File: src/rtl/frame_header_tx.sv
// ---------------------------------------------------------------------------
// frame_header_tx
//
// Prepends a fixed Ethernet-style header (destination MAC, source MAC,
// ethertype) to a dibit payload stream and enforces an inter-frame gap.
// The payload is buffered in a 64-entry dibit FIFO while the 56 header
// dibits go out, which gives a fixed 57-cycle input-to-output latency.
//
// Parameters
//   DST_MAC  destination address sent in every frame
//   SRC_MAC  source address (this station) sent in every frame
//   ETYPE    ethertype sent in every frame
//   IFG      idle cycles (axiov low) after every frame, must be >= 1
//
// Ports
//   clk      clock, all state changes on the rising edge
//   rst      asynchronous reset, active low
//   axiiv    payload dibit valid, high for the whole payload
//   axiid    payload dibit
//   axiov    output dibit valid (registered)
//   axiod    output dibit, header then payload, 2'b00 when not valid
//   busy     high whenever the block is not idle (registered)
//   drop     one-cycle pulse when an input frame or dibit is discarded
// ---------------------------------------------------------------------------
module frame_header_tx #(
    parameter logic [47:0] DST_MAC = 48'hFF_FF_FF_FF_FF_FF,
    parameter logic [47:0] SRC_MAC = 48'h69_69_5A_06_54_91,
    parameter logic [15:0] ETYPE   = 16'h0800,
    parameter int          IFG     = 48
) (
    input  logic       clk,
    input  logic       rst,
    input  logic       axiiv,
    input  logic [1:0] axiid,
    output logic       axiov,
    output logic [1:0] axiod,
    output logic       busy,
    output logic       drop
);

    localparam int GW = (IFG > 1) ? $clog2(IFG) : 1;
    localparam logic [GW-1:0] GAP_LAST = GW'(IFG - 1);
    localparam logic [5:0] HDR_LAST = 6'd55;
    localparam logic [6:0] FIFO_DEPTH = 7'd64;

    typedef enum logic [1:0] {
        IDLE = 2'd0,
        HDR  = 2'd1,
        PAY  = 2'd2,
        GAP  = 2'd3
    } state_e;

    // -----------------------------------------------------------------------
    // State
    // -----------------------------------------------------------------------
    state_e          state_q, state_d;
    logic [5:0]      hcnt_q, hcnt_d;      // header dibit currently on axiod
    logic [GW-1:0]   gcnt_q, gcnt_d;      // cycles spent in GAP
    logic            open_q, open_d;      // frame still accepting payload
    logic            armed_q, armed_d;    // axiiv was low last cycle
    logic [5:0]      wptr_q, wptr_d;
    logic [5:0]      rptr_q, rptr_d;
    logic [6:0]      cnt_q, cnt_d;        // FIFO occupancy 0..64
    logic            axiov_q, axiov_d;
    logic [1:0]      axiod_q, axiod_d;
    logic            busy_q, busy_d;
    logic            drop_q, drop_d;

    logic [1:0]      mem_q [64];

    // -----------------------------------------------------------------------
    // Header lookup: dibit k lives at bits [111-2k -: 2] of the header.
    // -----------------------------------------------------------------------
    logic [111:0] hdr_bits;
    logic [5:0]   hdr_idx;
    logic [1:0]   hdr_dibit;

    assign hdr_bits  = {DST_MAC, SRC_MAC, ETYPE};
    // Index of the header dibit to present next cycle. Clamped on the last
    // header dibit so the part-select never leaves the vector.
    assign hdr_idx   = (state_q == HDR && hcnt_q != HDR_LAST) ? hcnt_q + 6'd1 : 6'd0;
    assign hdr_dibit = hdr_bits[7'd111 - {hdr_idx, 1'b0} -: 2];

    // -----------------------------------------------------------------------
    // FIFO control
    // -----------------------------------------------------------------------
    logic start;
    logic discard;
    logic wr_req;
    logic wr_en;
    logic rd_en;
    logic fifo_empty;
    logic fifo_full;
    logic [1:0] fifo_head;

    assign fifo_empty = (cnt_q == 7'd0);
    assign fifo_full  = (cnt_q == FIFO_DEPTH);
    assign fifo_head  = mem_q[rptr_q];

    // A frame starts only on a rising axiiv seen in IDLE; armed_q keeps a
    // stream that was already running (e.g. across reset release or across
    // a discarded frame) from being framed part-way through.
    assign start   = (state_q == IDLE) && axiiv && armed_q;

    // A rising axiiv while busy with a closed frame is a new frame that
    // cannot be served; it is flagged once and its dibits are ignored.
    assign discard = (state_q != IDLE) && !open_q && axiiv && armed_q;

    assign wr_req  = start ||
                     (open_q && axiiv && (state_q == HDR || state_q == PAY));
    assign wr_en   = wr_req && !fifo_full;

    // The pop on the last header dibit lands payload dibit 0 in cycle 57.
    assign rd_en   = !fifo_empty &&
                     ((state_q == HDR && hcnt_q == HDR_LAST) || state_q == PAY);

    always_ff @(posedge clk) begin
        if (wr_en) begin
            mem_q[wptr_q] <= axiid;
        end
    end

    // -----------------------------------------------------------------------
    // Next-state and output logic
    // -----------------------------------------------------------------------
    always_comb begin
        state_d = state_q;
        hcnt_d  = hcnt_q;
        gcnt_d  = gcnt_q;
        open_d  = open_q;
        axiov_d = 1'b0;
        axiod_d = 2'b00;

        unique case (state_q)
            IDLE: begin
                if (start) begin
                    state_d = HDR;
                    hcnt_d  = 6'd0;
                    axiov_d = 1'b1;
                    axiod_d = hdr_dibit;
                end
            end

            HDR: begin
                if (hcnt_q == HDR_LAST) begin
                    state_d = PAY;
                    if (!fifo_empty) begin
                        axiov_d = 1'b1;
                        axiod_d = fifo_head;
                    end
                end else begin
                    hcnt_d  = hcnt_q + 6'd1;
                    axiov_d = 1'b1;
                    axiod_d = hdr_dibit;
                end
            end

            PAY: begin
                if (!fifo_empty) begin
                    axiov_d = 1'b1;
                    axiod_d = fifo_head;
                end else if (!open_q) begin
                    state_d = GAP;
                    gcnt_d  = '0;
                end
                // Empty with the frame still open cannot occur for a
                // contiguous payload; the output simply idles if it does.
            end

            GAP: begin
                if (gcnt_q == GAP_LAST) begin
                    state_d = IDLE;
                end else begin
                    gcnt_d = gcnt_q + 1'b1;
                end
            end

            default: state_d = IDLE;
        endcase

        // The first low axiiv after the start closes the frame for good.
        if (start) begin
            open_d = 1'b1;
        end else if (open_q && !axiiv) begin
            open_d = 1'b0;
        end
    end

    assign armed_d = !axiiv;
    assign wptr_d  = wptr_q + {5'd0, wr_en};
    assign rptr_d  = rptr_q + {5'd0, rd_en};
    assign cnt_d   = cnt_q + {6'd0, wr_en} - {6'd0, rd_en};
    assign busy_d  = (state_d != IDLE);
    assign drop_d  = discard || (wr_req && fifo_full);

    // -----------------------------------------------------------------------
    // Registers
    // -----------------------------------------------------------------------
    always_ff @(posedge clk or negedge rst) begin
        if (!rst) begin
            state_q <= IDLE;
            hcnt_q  <= 6'd0;
            gcnt_q  <= '0;
            open_q  <= 1'b0;
            armed_q <= 1'b0;
            wptr_q  <= 6'd0;
            rptr_q  <= 6'd0;
            cnt_q   <= 7'd0;
            axiov_q <= 1'b0;
            axiod_q <= 2'b00;
            busy_q  <= 1'b0;
            drop_q  <= 1'b0;
        end else begin
            state_q <= state_d;
            hcnt_q  <= hcnt_d;
            gcnt_q  <= gcnt_d;
            open_q  <= open_d;
            armed_q <= armed_d;
            wptr_q  <= wptr_d;
            rptr_q  <= rptr_d;
            cnt_q   <= cnt_d;
            axiov_q <= axiov_d;
            axiod_q <= axiod_d;
            busy_q  <= busy_d;
            drop_q  <= drop_d;
        end
    end

    assign axiov = axiov_q;
    assign axiod = axiod_q;
    assign busy  = busy_q;
    assign drop  = drop_q;

endmodule

File: config.mk
export PLATFORM = sky130hd
export DESIGN_NAME = frame_header_tx
export DESIGN_NICKNAME = d
export VERILOG_FILES = /design/src/rtl/frame_header_tx.sv
export SDC_FILE = /design/constraint.sdc
export NUM_CORES = 1
export LEC_CHECK = 0
export ABC_CLOCK_PERIOD_IN_PS = 3050
export BUFFER_PORTS_ARGS = -buffer_cell sky130_fd_sc_hd__clkbuf_2
export CORE_ASPECT_RATIO = 0.75
export CORE_MARGIN = 4
export CORE_UTILIZATION = 40
export CTS_BUF_LIST = sky130_fd_sc_hd__clkbuf_16
export DETAILED_ROUTE_END_ITERATION = 6
export SETUP_SLACK_MARGIN = 0.2
export SLEW_MARGIN = 20
export SYNTH_ARGS = -nofsm -noshare
export SYNTH_HDL_FRONTEND = slang
export SYNTH_SLANG_ARGS = --single-unit
File: constraint.sdc
create_clock -name clk -period 3.05 [get_ports clk]
set_input_delay 0.61 -clock clk [delete_from_list [all_inputs] [get_ports clk]]
set_output_delay 0.61 -clock clk [all_outputs]
set_load 0.02 [all_outputs]
### After elaboration in Yosys (flattened, before gate mapping)

Memory sizes are Yosys's and may differ from the RTL's.
Cells that the tools add are included.

* $add $sub $neg: 7
* eq/ne operators: 12
* shifts and indexed selects: 1
* muxes and demuxes: 26
* reductions and logical operators: 30

Operators by type and width (count)
* $shiftx A113 B8 Y2 const A: 1
* $mux W6: 6
* $pmux W6 S2: 2
* $mux W2: 8
* $logic_and A1 B1 Y1: 13
* $add A6 B1 Y6: 2
* $add A6 B1 Y6 const B: 2
* $eq A6 B6 Y1 const B: 2
* $ne A2 B2 Y1 const B: 5
* $reduce_bool A2 Y1: 5
* $pmux W2 S4: 1
* $add A7 B1 Y7: 1
* $eq A7 B7 Y1 const B: 1
* $logic_not A7 Y1: 1
* $mux W1: 7
* $sub A7 B1 Y7: 1
* $sub A7 B7 Y7 const A: 1
* $ne A6 B6 Y1 const B: 1
* $pmux W2 S3: 1
* $eq A2 B2 Y1 const B: 2
* $logic_not A1 Y1: 4
* $logic_or A1 B1 Y1: 4
* $reduce_and A4 Y1: 1
* $pmux W1 S3: 1
* 3 further kinds: 3

* bits in registers: 40
* RAM bits: 128
* input port bits: 5
* memories: 1

Memory list
* mem_q: words 64, bits a word 2, rd ports 1, clocked after memory_dff 0, wr ports 1, RTL line 69 `logic [1:0] mem_q [64];`

### Longest topological paths before layout

Gate-level depths: netlist of the first run.

* word-level depth: 7
* mapped depth: 16

### Worst setup path before layout of the first run

OpenSTA, ideal clock, no wires.

* kind: reg2reg
* from: reg hcnt_q[1]
* to: reg cnt_q[6]
* setup time: 0.125 ns
* arrival: 2.883 ns
* required time: 2.925 ns
* setup slack: 0.042 ns
* cell stages (with the launch flop): 17
* clock period less this slack: 3.008 ns
* path through: dfrtp_1 > ha_1 > nand2_1 > nor3_2 > a21oi_1 > nor2_1 > ha_1 > inv_1 > ha_1 > inv_1 > fa_1 > nand2b_1 > a21oi_1 > o21ai_0 > a21oi_1 > nor2_1 > xnor2_1

* cells in the longest elaborated chain, start to end: 5

Ends and longest elaborated chain
* start: declaration: RTL line 57 `logic [5:0] hcnt_q, hcnt_d;`
* start signal: assignment: RTL line 215 `hcnt_q <= hcnt_d;`
* $eq A6 B6 Y1: RTL line 115 `((state_q == HDR && hcnt_q == HDR_LAST) || state_q == PAY);`
* $logic_and A1 B1 Y1: RTL line 115
* $logic_or A1 B1 Y1: RTL line 115
* $logic_and A1 B1 Y1: RTL line 114 `assign rd_en = !fifo_empty &&`
* $sub A7 B1 Y7: RTL line 192 `assign cnt_d = cnt_q + {6'd0, wr_en} - {6'd0, rd_en};`
* via cnt_d[6]: RTL line 63 `logic [6:0] cnt_q, cnt_d;`
* end signal: assignment: RTL line 221 `cnt_q <= cnt_d;`
* end: declaration: RTL line 63

The timed path passes the listed nets, and every way through them passes these cells.
A chain may end at the register's enable or synchronous reset.

### Worst setup path after layout of the first run

* from: reg cnt_q[4]
* to: reg cnt_q[6]

* cells in the longest elaborated chain, start to end: 5
* elaborated cells on any way between the ends: 8
* classes of those cells: add/sub: 2; eq/ne: 1; reduce/logical: 5

Ends and longest elaborated chain
* $eq A7 B7 Y1: RTL line 97 `assign fifo_full = (cnt_q == FIFO_DEPTH);`
* $logic_not A1 Y1: RTL line 111 `assign wr_en = wr_req && !fifo_full;`
* $logic_and A1 B1 Y1: RTL line 111
* $add A7 B1 Y7: RTL line 192
* $sub A7 B1 Y7 *: RTL line 192
* via cnt_d[6]: RTL line 63

Mark *: on every way through the listed nets, which the timed path passes. The rest lies on a longest branch.

==> metrics.cfg, run 1 <==
[logic_synthesis]
synth_seq_cells=168
synth_cell_types=61
yosysWarnings=0
syn_nets=602
syn_avg_cell_area_um2=13.6
seq_area_frac_synth_pct=62.1
synth_cells=574
synth_edf_count=128
synthFlopType=edfxtp_1
async_reset_ff_share_pct=23.8
syn_area_um2=7810

[worst_setup_path]
slowest_delay_ns=0.42
arrival_ns=3.14
worst_path_max_delay_cell=or3b_4
cp_cell_sequence=inv_2 -> ha_4 -> nand3b_1 -> or3b_4 -> nand3_4 -> ha_4 -> inv_4 -> ha_4 -> inv_2 -> fa_2 -> nand2b_4 -> a21oi_4 -> o21ai_1 -> a21oi_1 -> nor2_1 -> xnor2_1
cp_num_buf_inv=3
path_max_fanout=3
cp_top_family=simple AND/OR/NAND/NOR gates
end_kind=register
worst_setup_path_start_kind=register
required_ns=3.36
critical_path_class=reg -> reg
crit_top_cell=ha_4

[drt]
drt_first_pass_iters=4
routed_wl_um=16700
vias_per_cell=5.45
routedWlPerCell_um=19.3
drtIter0Drc=379
drc=0
drtAntennaViolNets=0
vias=4728

[placement]
hpwl_um=10900
placed_cell_area_um2=8250
port_buffers=9
gp_congestion=0.787
pre_cts_ws_ns=-0.0392

[pwr]
leakagePower_nw=3.22
p_int_mw=3.76
swShare_pct=20.1
clock_power_share_pct=46.6
p_sw_mw=0.946
ir_drop_mv=0.364
comb_power_share_pct=0.9
pwr-share-seq_pct=52.4
powerDensity_nw_per_um2=522

[global_route]
track_usage_pct=16.2
grt_max_degree=65
overflow=0
grt_pass1_wl_um=27000
antenna_found_initial=0
grt_pass1_vias=4889

[timing]
finalMaxSlewViolations=0
hold_viol=0
final.setup_skew_ns=0.00440
holdWs_ns=0.315
fmax_ghz=0.353
setup_viol=0
worstMarginPinSlew_ns=0.940
period_minus_slack_ns=2.83
rsz0062_at_grt=true
fin_crit_sh_pct=92.9
worst_slack_ns=0.218
relSlewSlack_pct=37.3

[layout]
diodes=0
drive_above_1_share_pct=19.8
stdcell_area_um2=9000
nNetsFinal=636
syn_to_final_growth_pct=15.3

[clock_tree]
cts-htree-levels=4
clock-sinks=168
clk_latency_ns=0.43
clock-root-buffer=clkbuf_16
clockBufferDepth=2
clk_pin_slew_ns=0.06
cts_tree=built
numCtsBuffers=17

[die]
io_pins=10
fp.coreArea_um2=18800
chipWidth_um=169
row_count=43
die_y_um=129
fp.dieArea_um2=21800
start_util_pct=41.5

[run]
drv_cap=0

[min_path]
min_path_type=in -> async

[status]
outcome=finished clean

final timing paths:
path | depth (start not counted) | startpoint | slack, ns | to
min | 1 | rst | 0.32 | hcnt_q[0]$_DFFE_PN0P_
min in group clk | 2 | axiiv | 0.46 | armed_q$_DFF_PN0_
max | 16 | cnt_q[4]$_DFF_PN0_ | 0.22 | cnt_q[6]$_DFF_PN0_
max reg2reg | 16 | cnt_q[4]$_DFF_PN0_ | 0.22 | cnt_q[6]$_DFF_PN0_
max in group asynchronous | 1 | rst | 2.08 | rptr_q[0]$_DFF_PN0_
min reg2reg | 1 | wptr_q[0]$_DFF_PN0_ | 0.54 | wptr_q[0]$_DFF_PN0_
cell families (layout without fill, tap and decap cells):
| logic type | Yosys count | after routing | synth area share (%) |
|---|---|---|---|
| multiplexers | 49 | 49 | 10.6 |
| XOR/XNOR | 21 | 21 | 2.36 |
| buffers and inverters | 47 | 93 | 2.90 |
| adder cells (fa/ha/maj) | 23 | 23 | 3.78 |
| flip-flops | 168 | 168 | 62.1 |
| AND/OR/NAND/NOR | 187 | 187 | 11.6 |
| AO/OA/AOI/OAI | 79 | 79 | 6.75 |
cell type report:
| type | count | area (um2) |
|---|---|---|
| clock inverter | 14 | 174 |
| clock buffer | 17 | 425 |
| fill | 1664 | 9830 |
| sequential | 168 | 4850 |
| multi-input combinational | 359 | 2840 |
| tap | 247 | 309 |
| inverter | 20 | 77.6 |
| timing repair buffer | 42 | 330 |
registers in the layout, summed over array words and instances (netlist names):
register / count
rptr_q: 6
axiov: 1
mem_q: 128
drop: 1
armed_q: 1
gcnt_q: 6
cnt_q: 7
state_q: 2
wptr_q: 6
axiod: 2
open_q: 1
hcnt_q: 6
busy: 1
stage by stage:
step / instances / power (mW) / setup TNS [ns] / utilization (%)
6_report: 867 / 4.70 / 0 / 47.8
5_1_grt: 867 / 4.86 / 0 / 47.8
4_1_cts: 866 / 4.75 / 0 / 47.7
3_5_place_dp: 827 / 2.56 / -0.0392 / 43.8
3_3_place_gp: 827 / 2.56 / 0 / 43.8
2_1_floorplan: 574 / 2.52 / 0 / -
power groups by stage:
stage          clock network [mW]  registers (mW)  logic [mW]
6_report                     2.19            2.47      0.0433
5_1_grt                      2.35            2.46      0.0500
4_1_cts                      2.24            2.47      0.0454
3_5_place_dp                    0            2.51      0.0451
3_3_place_gp                    0            2.51      0.0428
2_1_floorplan                   0            2.52     0.00115
placed cells by master, fill, tap and decap left out, types with 4 or more instances in the layout:
cell type	netlist	layout
nor2b_1	12	12
mux2_2	9	9
and3_1	6	6
a211oi_1	6	6
xor2_1	8	8
nor3_1	4	4
nand3_1	18	16
xnor2_1	13	13
buf_4	3	30
a221oi_1	5	5
mux2i_1	17	17
a21oi_1	18	16
clkbuf_2	0	8
inv_2	0	5
clkbuf_16	0	17
ha_1	22	18
ha_4	0	4
dfrtp_1	40	39
nor2_1	84	83
mux4_2	13	13
inv_1	20	14
mux4_1	10	10
edfxtp_1	128	128
or2_2	4	4
a22o_1	5	5
clkinvlp_4	0	5
o21ai_0	19	18
nand2_1	30	29
worst register-to-register path, cell delays in order (launching register included):
cell and delay [ns]:
dfrtp_1 0.39, inv_2 0.09, ha_4 0.12, nand3b_1 0.11, or3b_4 0.42, nand3_4 0.09
ha_4 0.21, inv_4 0.05, ha_4 0.13, inv_2 0.04, fa_2 0.34, nand2b_4 0.16
a21oi_4 0.13, o21ai_1 0.08, a21oi_1 0.16, nor2_1 0.08, xnor2_1 0.13
Yosys cell counts (4+ instances only):
cell	instances	area, um2
clkbuf_1	9	33.8
buf_6	4	45.0
dfrtp_1	40	1000
nor3_1	4	20.0
and3_1	6	37.5
a22o_1	5	43.8
mux4_1	10	263
xor2_1	8	70.1
ha_1	22	275
a221oi_1	5	43.8
a21oi_1	18	90.1
nand3_1	18	90.1
nand2_1	30	113
buf_2	7	35.0
mux2i_1	17	170
edfxtp_1	128	3840
buf_1	4	15.0
xnor2_1	13	114
mux2_2	9	101
nor2b_1	12	75.1
nand2b_1	4	25.0
o21ai_0	19	95.1
mux4_2	13	293
nor2_1	84	315
a211oi_1	6	45.0
inv_1	20	75.1
or2_2	4	25.0
what timing repair did:
item | CTS | global route
endpoints found under the setup margin | 2 | 8
buffers inserted | 8 | 1
hold buffers | 0 | 0
pin swaps | 11 | 9
gates resized for setup | 20 | 3
routing by layer:
metal / wire, um / up-vias / GRT usage (%)
met5: 0 / - / 0
met4: 172 / 0 / 4.54
met3: 1010 / 21 / 3.69
met2: 7850 / 113 / 25.4
met1: 7680 / 2382 / 23.1
li1: - / 2212 / -
Note: power is estimated with default switching activity, not from simulation.
==> run 2: changes to the inputs <==
Settings changed: ABC_AREA from default to 1.
==> metrics.cfg, run 2 <==
[status]
outcome=finished clean  ; unchanged

[layout]
final_common_cell=nand2_1  ; was edfxtp_1
fin_cells=1127  ; was 867
top_register=mem_q  ; unchanged
nFillCells=1885  ; was 1664
drive_above_1_share_pct=10.2  ; was 19.8%
largest_reg_flops=128  ; unchanged
top_regs=mem_q (128), cnt_q (7)  ; unchanged
syn_to_final_growth_pct=13.3  ; was 15.3%
nNetsFinal=889  ; was 636
fin_util_pct=46.3  ; was 47.8%
diodes=0  ; unchanged
layout_common_cells=nand2_1 (258), edfxtp_1 (128), nand3_1 (95)  ; was edfxtp_1 (128), nor2_1 (83), dfrtp_1 (39)

[timing]
worst_slack_ns=0.377  ; was 0.218 ns
hold_viol=0  ; unchanged
relSlewSlack_pct=35.9  ; was 37.3%
finalMaxSlewViolations=0  ; unchanged
worstMarginPinSlew_ns=0.962  ; was 0.940 ns
holdWs_ns=0.330  ; was 0.315 ns
fmax_ghz=0.374  ; was 0.353 GHz
rsz0062_at_grt=false  ; was true
setup_viol=0  ; unchanged
period_minus_slack_ns=2.67  ; was 2.83 ns
final.setup_skew_ns=0.00556  ; was 0.00440 ns
setup-tns-final_ns=0  ; unchanged
fin_crit_sh_pct=87.6  ; was 92.9%

[worst_setup_path]
cp_num_buf_inv=4  ; was 3
cp_cell_sequence=inv_1 -> ha_2 -> inv_1 -> o21ai_1 -> nand2_1 -> ha_1 -> inv_1 -> ha_1 -> inv_1 -> fa_2 -> o21ai_2 -> nand2_1 -> a21oi_1 -> nor2_1 -> xor2_1  ; was inv_2 -> ha_4 -> nand3b_1 -> or3b_4 -> nand3_4 -> ha_4 -> inv_4 -> ha_4 -> inv_2 -> fa_2 -> nand2b_4 -> a21oi_4 -> o21ai_1 -> a21oi_1 -> nor2_1 -> xnor2_1
worst_path_max_delay_cell=dfrtp_1  ; was or3b_4
path_max_fanout=4  ; was 3
critical_path_class=reg -> reg  ; unchanged
crit_top_cell=inv_1  ; was ha_4
required_ns=3.36  ; about the same
worst_setup_path_start_kind=register  ; unchanged
slowest_delay_ns=0.41  ; was 0.42 ns
cp_top_family=adder cells  ; was simple AND/OR/NAND/NOR gates
arrival_ns=2.98  ; was 3.14 ns
end_kind=register  ; unchanged

[global_route]
grt_max_degree=66  ; was 65
grt_pass1_wl_um=28800  ; was 27000 um
track_usage_pct=17.1  ; was 16.2%
antenna_found_initial=0  ; unchanged
overflow=0  ; unchanged
grt_pass1_vias=5347  ; was 4889

[pwr]
leakagePower_nw=3.73  ; was 3.22 nW
ir_drop_mv=0.435  ; was 0.364 mV
powerDensity_nw_per_um2=892  ; was 522 nW/um2

[logic_synthesis]
synth_top_cells_by_area=edfxtp_1 (49%), dfrtp_1 (13%), nand2_1 (12%)  ; was edfxtp_1 (49%), dfrtp_1 (13%), nor2_1 (4.0%)
async_reset_ff_share_pct=23.8  ; unchanged
synth_seq_cells=168  ; unchanged
synth_most_common_cell=nand2_1  ; was edfxtp_1
synthFlopType=edfxtp_1  ; unchanged
seq_area_frac_synth_pct=61.2  ; was 62.1%
synth_cell_types=33  ; was 61
syn_nets=854  ; was 602
syn_avg_cell_area_um2=9.58  ; was 13.6 um2
synth_common_cells=nand2_1 (260), edfxtp_1 (128), nand3_1 (95), nor2_1 (90), inv_1 (76)  ; was edfxtp_1 (128), nor2_1 (84), dfrtp_1 (40), nand2_1 (30), ha_1 (22)
yosysTopAreaCell=edfxtp_1  ; unchanged
syn_area_um2=7920  ; was 7810 um2
synth_top_area_share_pct=48.6  ; was 49.2%
yosysWarnings=0  ; unchanged
synth_edf_count=128  ; unchanged
synth_cells=826  ; was 574

[placement]
hpwl_um=11400  ; was 10900 um
placed_cells=1091  ; was 827
pre_cts_ws_ns=0.136  ; was -0.0392 ns
port_buffers=9  ; unchanged
gp_congestion=0.810  ; was 0.787

[die]
row_count=44  ; was 43
chipWidth_um=170  ; was 169 um
die_y_um=130  ; was 129 um
start_util_pct=40.9  ; was 41.5%
fp.coreArea_um2=19400  ; was 18800 um2
io_pins=10  ; unchanged
fp.dieArea_um2=22100  ; was 21800 um2

[run]
drv_cap=0  ; unchanged

[drt]
drt_first_pass_iters=5  ; was 4
drtAntennaViolNets=0  ; unchanged
routed_wl_um=17800  ; was 16700 um
drtIter0Drc=435  ; was 379
vias=5668  ; was 4728
vias_per_cell=5.03  ; was 5.45
drc=0  ; unchanged
routedWlPerCell_um=15.8  ; was 19.3 um

[clock_tree]
clock-sinks=168  ; unchanged
cts_tree=built  ; unchanged
clk_pin_slew_ns=0.06  ; about the same
cts-htree-levels=4  ; unchanged
clockBufferDepth=2  ; unchanged
clock-root-buffer=clkbuf_16  ; unchanged
clk_latency_ns=0.42  ; was 0.43 ns
numCtsBuffers=17  ; unchanged

[min_path]
min_path_type=in -> async  ; unchanged

## run 2: final timing paths
path,from,to,slack (ns),depth (start not counted)
setup reg to reg,state_q[0]$_DFF_PN0_,cnt_q[6]$_DFF_PN0_,0.38,15
max in group asynchronous,rst,rptr_q[0]$_DFF_PN0_,2.07,1
hold / removal,rst,axiov$_DFF_PN0_,0.33,1
setup / recovery,state_q[0]$_DFF_PN0_,cnt_q[6]$_DFF_PN0_,0.38,15
hold reg to reg,cnt_q[0]$_DFF_PN0_,cnt_q[0]$_DFF_PN0_,0.51,1
min in group clk,axiiv,armed_q$_DFF_PN0_,0.38,2
## run 2: through the flow
stage          area (um2)  power (mW)
3_3_place_gp         8370        5.92
5_1_grt              8970        8.62
6_report             8970        8.00
2_1_floorplan        7920        5.04
4_1_cts              8920        8.02
3_5_place_dp         8370        5.94
## run 2: power breakdown
group | internal [mW] | switching (mW)
clock network | 1.13 | 0.897
registers | 2.70 | 0.226
logic | 1.02 | 2.04
total | 4.84 | 3.16
## run 2: per-layer routing
layer,up-vias,global-route usage (%),part of all wire (%),wire length [um]
met1,2672,24.5,47,8460
met5,-,0,0,0
met2,163,26.3,45,7970
met3,23,4.06,6.6,1180
met4,0,4.51,1.3,240
li1,2810,-,-,-
## run 2: kinds of logic after synthesis
group / Yosys count / synth area share, %
XOR/XNOR: 15 / 1.66
AND/OR/NAND/NOR: 467 / 24.7
AO/OA/AOI/OAI: 48 / 3.21
buffers and inverters: 105 / 5.55
flip-flops: 168 / 61.2
adder cells (fa/ha/maj): 23 / 3.73
## run 2: cell type report
type / instances / area, um2 / area share (%)
Multi-Input combinational cell: 553 / 2650 / 29.6
Clock buffer: 17 / 425 / 4.74
Inverter: 83 / 312 / 3.47
Clock inverter: 15 / 128 / 1.42
Timing Repair Buffer: 38 / 288 / 3.21
Tap cell: 253 / 317 / 3.53
Sequential cell: 168 / 4850 / 54.0
## run 2: timing repair
item	CTS	global route
resized for setup	2	7
pin swaps	0	4
hold buffers	0	0
setup endpoints to repair	1	2
setup buffers	0	4
==> run 3: changes to the inputs <==
Settings changed: ABC_CLOCK_PERIOD_IN_PS 3050 to 3400, CORE_ASPECT_RATIO 0.75 to 0.6, MAX_ROUTING_LAYER from default to met4.
Clock period 3.05 ns to 3.4 ns, I/O delays scaled along.
==> metrics.cfg, run 3 (same netlist as run 2, synthesis figures left out) <==
[status]
outcome=finished clean  ; unchanged

[timing]
worstMarginPinSlew_ns=0.869  ; was 0.962 ns
setup_viol=0  ; unchanged
fin_crit_sh_pct=87.3  ; was 87.6%
relSlewSlack_pct=42.0  ; was 35.9%
worst_slack_ns=0.433  ; was 0.377 ns
final.setup_skew_ns=0.0144  ; was 0.00556 ns
setup-tns-final_ns=0  ; unchanged
finalMaxSlewViolations=0  ; unchanged
rsz0062_at_grt=false  ; unchanged
period_minus_slack_ns=2.97  ; was 2.67 ns
fmax_ghz=0.337  ; was 0.374 GHz
hold_viol=0  ; unchanged

[global_route]
grt_pass1_wl_um=29900  ; was 28800 um
track_usage_pct=18.2  ; was 17.1%
antenna_found_initial=0  ; unchanged
grt_max_degree=66  ; unchanged
overflow=0  ; unchanged
grt_pass1_vias=5413  ; was 5347

[clock_tree]
cts_tree=built  ; unchanged
clk_latency_ns=0.43  ; was 0.42 ns
clock-root-buffer=clkbuf_16  ; unchanged
numCtsBuffers=17  ; unchanged
clockBufferDepth=2  ; unchanged
cts-htree-levels=4  ; unchanged
clk_pin_slew_ns=0.07  ; was 0.06 ns
clock-sinks=168  ; unchanged

[placement]
placed_cells=1096  ; was 1091
hpwl_um=12100  ; was 11400 um
gp_congestion=0.883  ; was 0.810
port_buffers=9  ; unchanged
placed_cell_area_um2=8310  ; was 8370 um2
pre_cts_ws_ns=0.260  ; was 0.136 ns

[worst_setup_path]
required_ns=3.72  ; was 3.36 ns
end_kind=register  ; unchanged
arrival_ns=3.28  ; was 2.98 ns
worstReg2RegStart=hcnt_q[1]$_DFFE_PN0P_  ; was state_q[0]$_DFF_PN0_
path_max_fanout=9  ; was 4
r2r-end=cnt_q[6]$_DFF_PN0_  ; unchanged
critical_path_class=reg -> reg  ; unchanged
worst_setup_path_start_kind=register  ; unchanged
reg2reg_setup_slack_ns=0.43  ; was 0.38 ns
reg2reg_depth=17  ; was 15

[drt]
vias_per_cell=4.99  ; was 5.03
routed_wl_um=18600  ; was 17800 um
drt_first_pass_iters=5  ; unchanged
drtIter0Drc=625  ; was 435
routedWlPerCell_um=16.5  ; was 15.8 um
drc=0  ; unchanged
vias=5634  ; was 5668
drtAntennaViolNets=0  ; unchanged

[min_path]
min_path_type=in -> async  ; unchanged

[die]
io_pins=10  ; unchanged
chipWidth_um=190  ; was 170 um
fp.dieArea_um2=22200  ; was 22100 um2
row_count=39  ; was 44
fp.coreArea_um2=19200  ; was 19400 um2
start_util_pct=41.2  ; was 40.9%
die_y_um=117  ; was 130 um

[layout]
stdcell_area_um2=8890  ; was 8970 um2
drive_above_1_share_pct=8.34  ; was 10.2%
final_common_cell=nand2_1  ; unchanged
top_regs=mem_q (128), cnt_q (7)  ; unchanged
fin_util_pct=46.2  ; was 46.3%
diodes=0  ; unchanged
largest_reg_flops=128  ; unchanged
layout_common_cells=nand2_1 (260), edfxtp_1 (128), nand3_1 (95)  ; was nand2_1 (258), edfxtp_1 (128), nand3_1 (95)
top_register=mem_q  ; unchanged
fin_cells=1129  ; was 1127
syn_to_final_growth_pct=12.3  ; was 13.3%
nNetsFinal=878  ; was 889

[pwr]
leakagePower_nw=3.69  ; was 3.73 nW
ir_drop_mv=0.572  ; was 0.435 mV
powerDensity_nw_per_um2=807  ; was 892 nW/um2

[run]
drv_cap=0  ; unchanged

run 3: cell count changes in the layout (fill, tap and decap cells not counted), sizes merged:
| cell | previous run | this run |
|---|---|---|
| buf | 29 | 18 |
| clkinv | 11 | 4 |
| inv | 85 | 91 |
| clkbuf | 26 | 28 |
| bufinv | 1 | 0 |
run 3: timing repair:
item                                    4_1_cts  5_1_grt
endpoints found under the setup margin        0        2
buffers inserted                              0        1
hold buffers                                  0        0
resized for setup                             0        4
run 3: layer usage:
layer  routed length, um  global-route usage (%)
met5                   0                       -
met4                 208                    5.15
met3                1660                    4.15
met2                7120                    23.1
met1                9610                    28.5
run 3: area by class of cell:
type / instances / area [um2]
clock buffers: 19 / 475
clock inverters: 13 / 87.6
fillers: 1819 / 10300
inverters: 83 / 312
multi-input cells: 553 / 2640
flip-flops and latches: 168 / 4850
well taps: 266 / 333
repair buffers: 27 / 193
run 3: stage by stage:
step	total power [mW]	hold slack [ns]
floorplan	4.52	0.384
global placement	5.31	0.502
detailed placement	5.31	0.498
CTS	7.17	0.318
global route	7.67	0.354
finish	7.17	0.303
run 3: power by group:
group | internal [mW] | switching, mW
Sequential | 2.42 | 0.242
Clock | 1.03 | 0.825
Combinational | 0.836 | 1.82
run 3: how the worst max path moves through the flow:
stage	startpoint	to	slack (ns)	cells after the start
finish	hcnt_q[1]$_DFFE_PN0P_	cnt_q[6]$_DFF_PN0_	0.43	17
global route	hcnt_q[1]$_DFFE_PN0P_	cnt_q[6]$_DFF_PN0_	0.20	17
CTS	hcnt_q[0]$_DFFE_PN0P_	cnt_q[6]$_DFF_PN0_	0.22	17
detailed placement	hcnt_q[0]$_DFFE_PN0P_	cnt_q[6]$_DFF_PN0_	0.26	17
global placement	hcnt_q[0]$_DFFE_PN0P_	cnt_q[6]$_DFF_PN0_	0.35	17
floorplan	hcnt_q[0]$_DFFE_PN0P_	cnt_q[6]$_DFF_PN0_	0.50	17
run 3: worst max-delay path, cell delays in order, from the launching register on:
cell and delay (ns):
dfrtp_1 0.40, ha_1 0.19, nand2_1 0.09, inv_1 0.12
nand4_4 0.15, inv_2 0.10, nand2_1 0.12, a21oi_2 0.18
ha_1 0.24, inv_1 0.06, ha_1 0.13, inv_1 0.06
fa_1 0.42, o21ai_2 0.19, nand2_1 0.07, a21oi_1 0.13
nor2_1 0.07, xor2_1 0.14
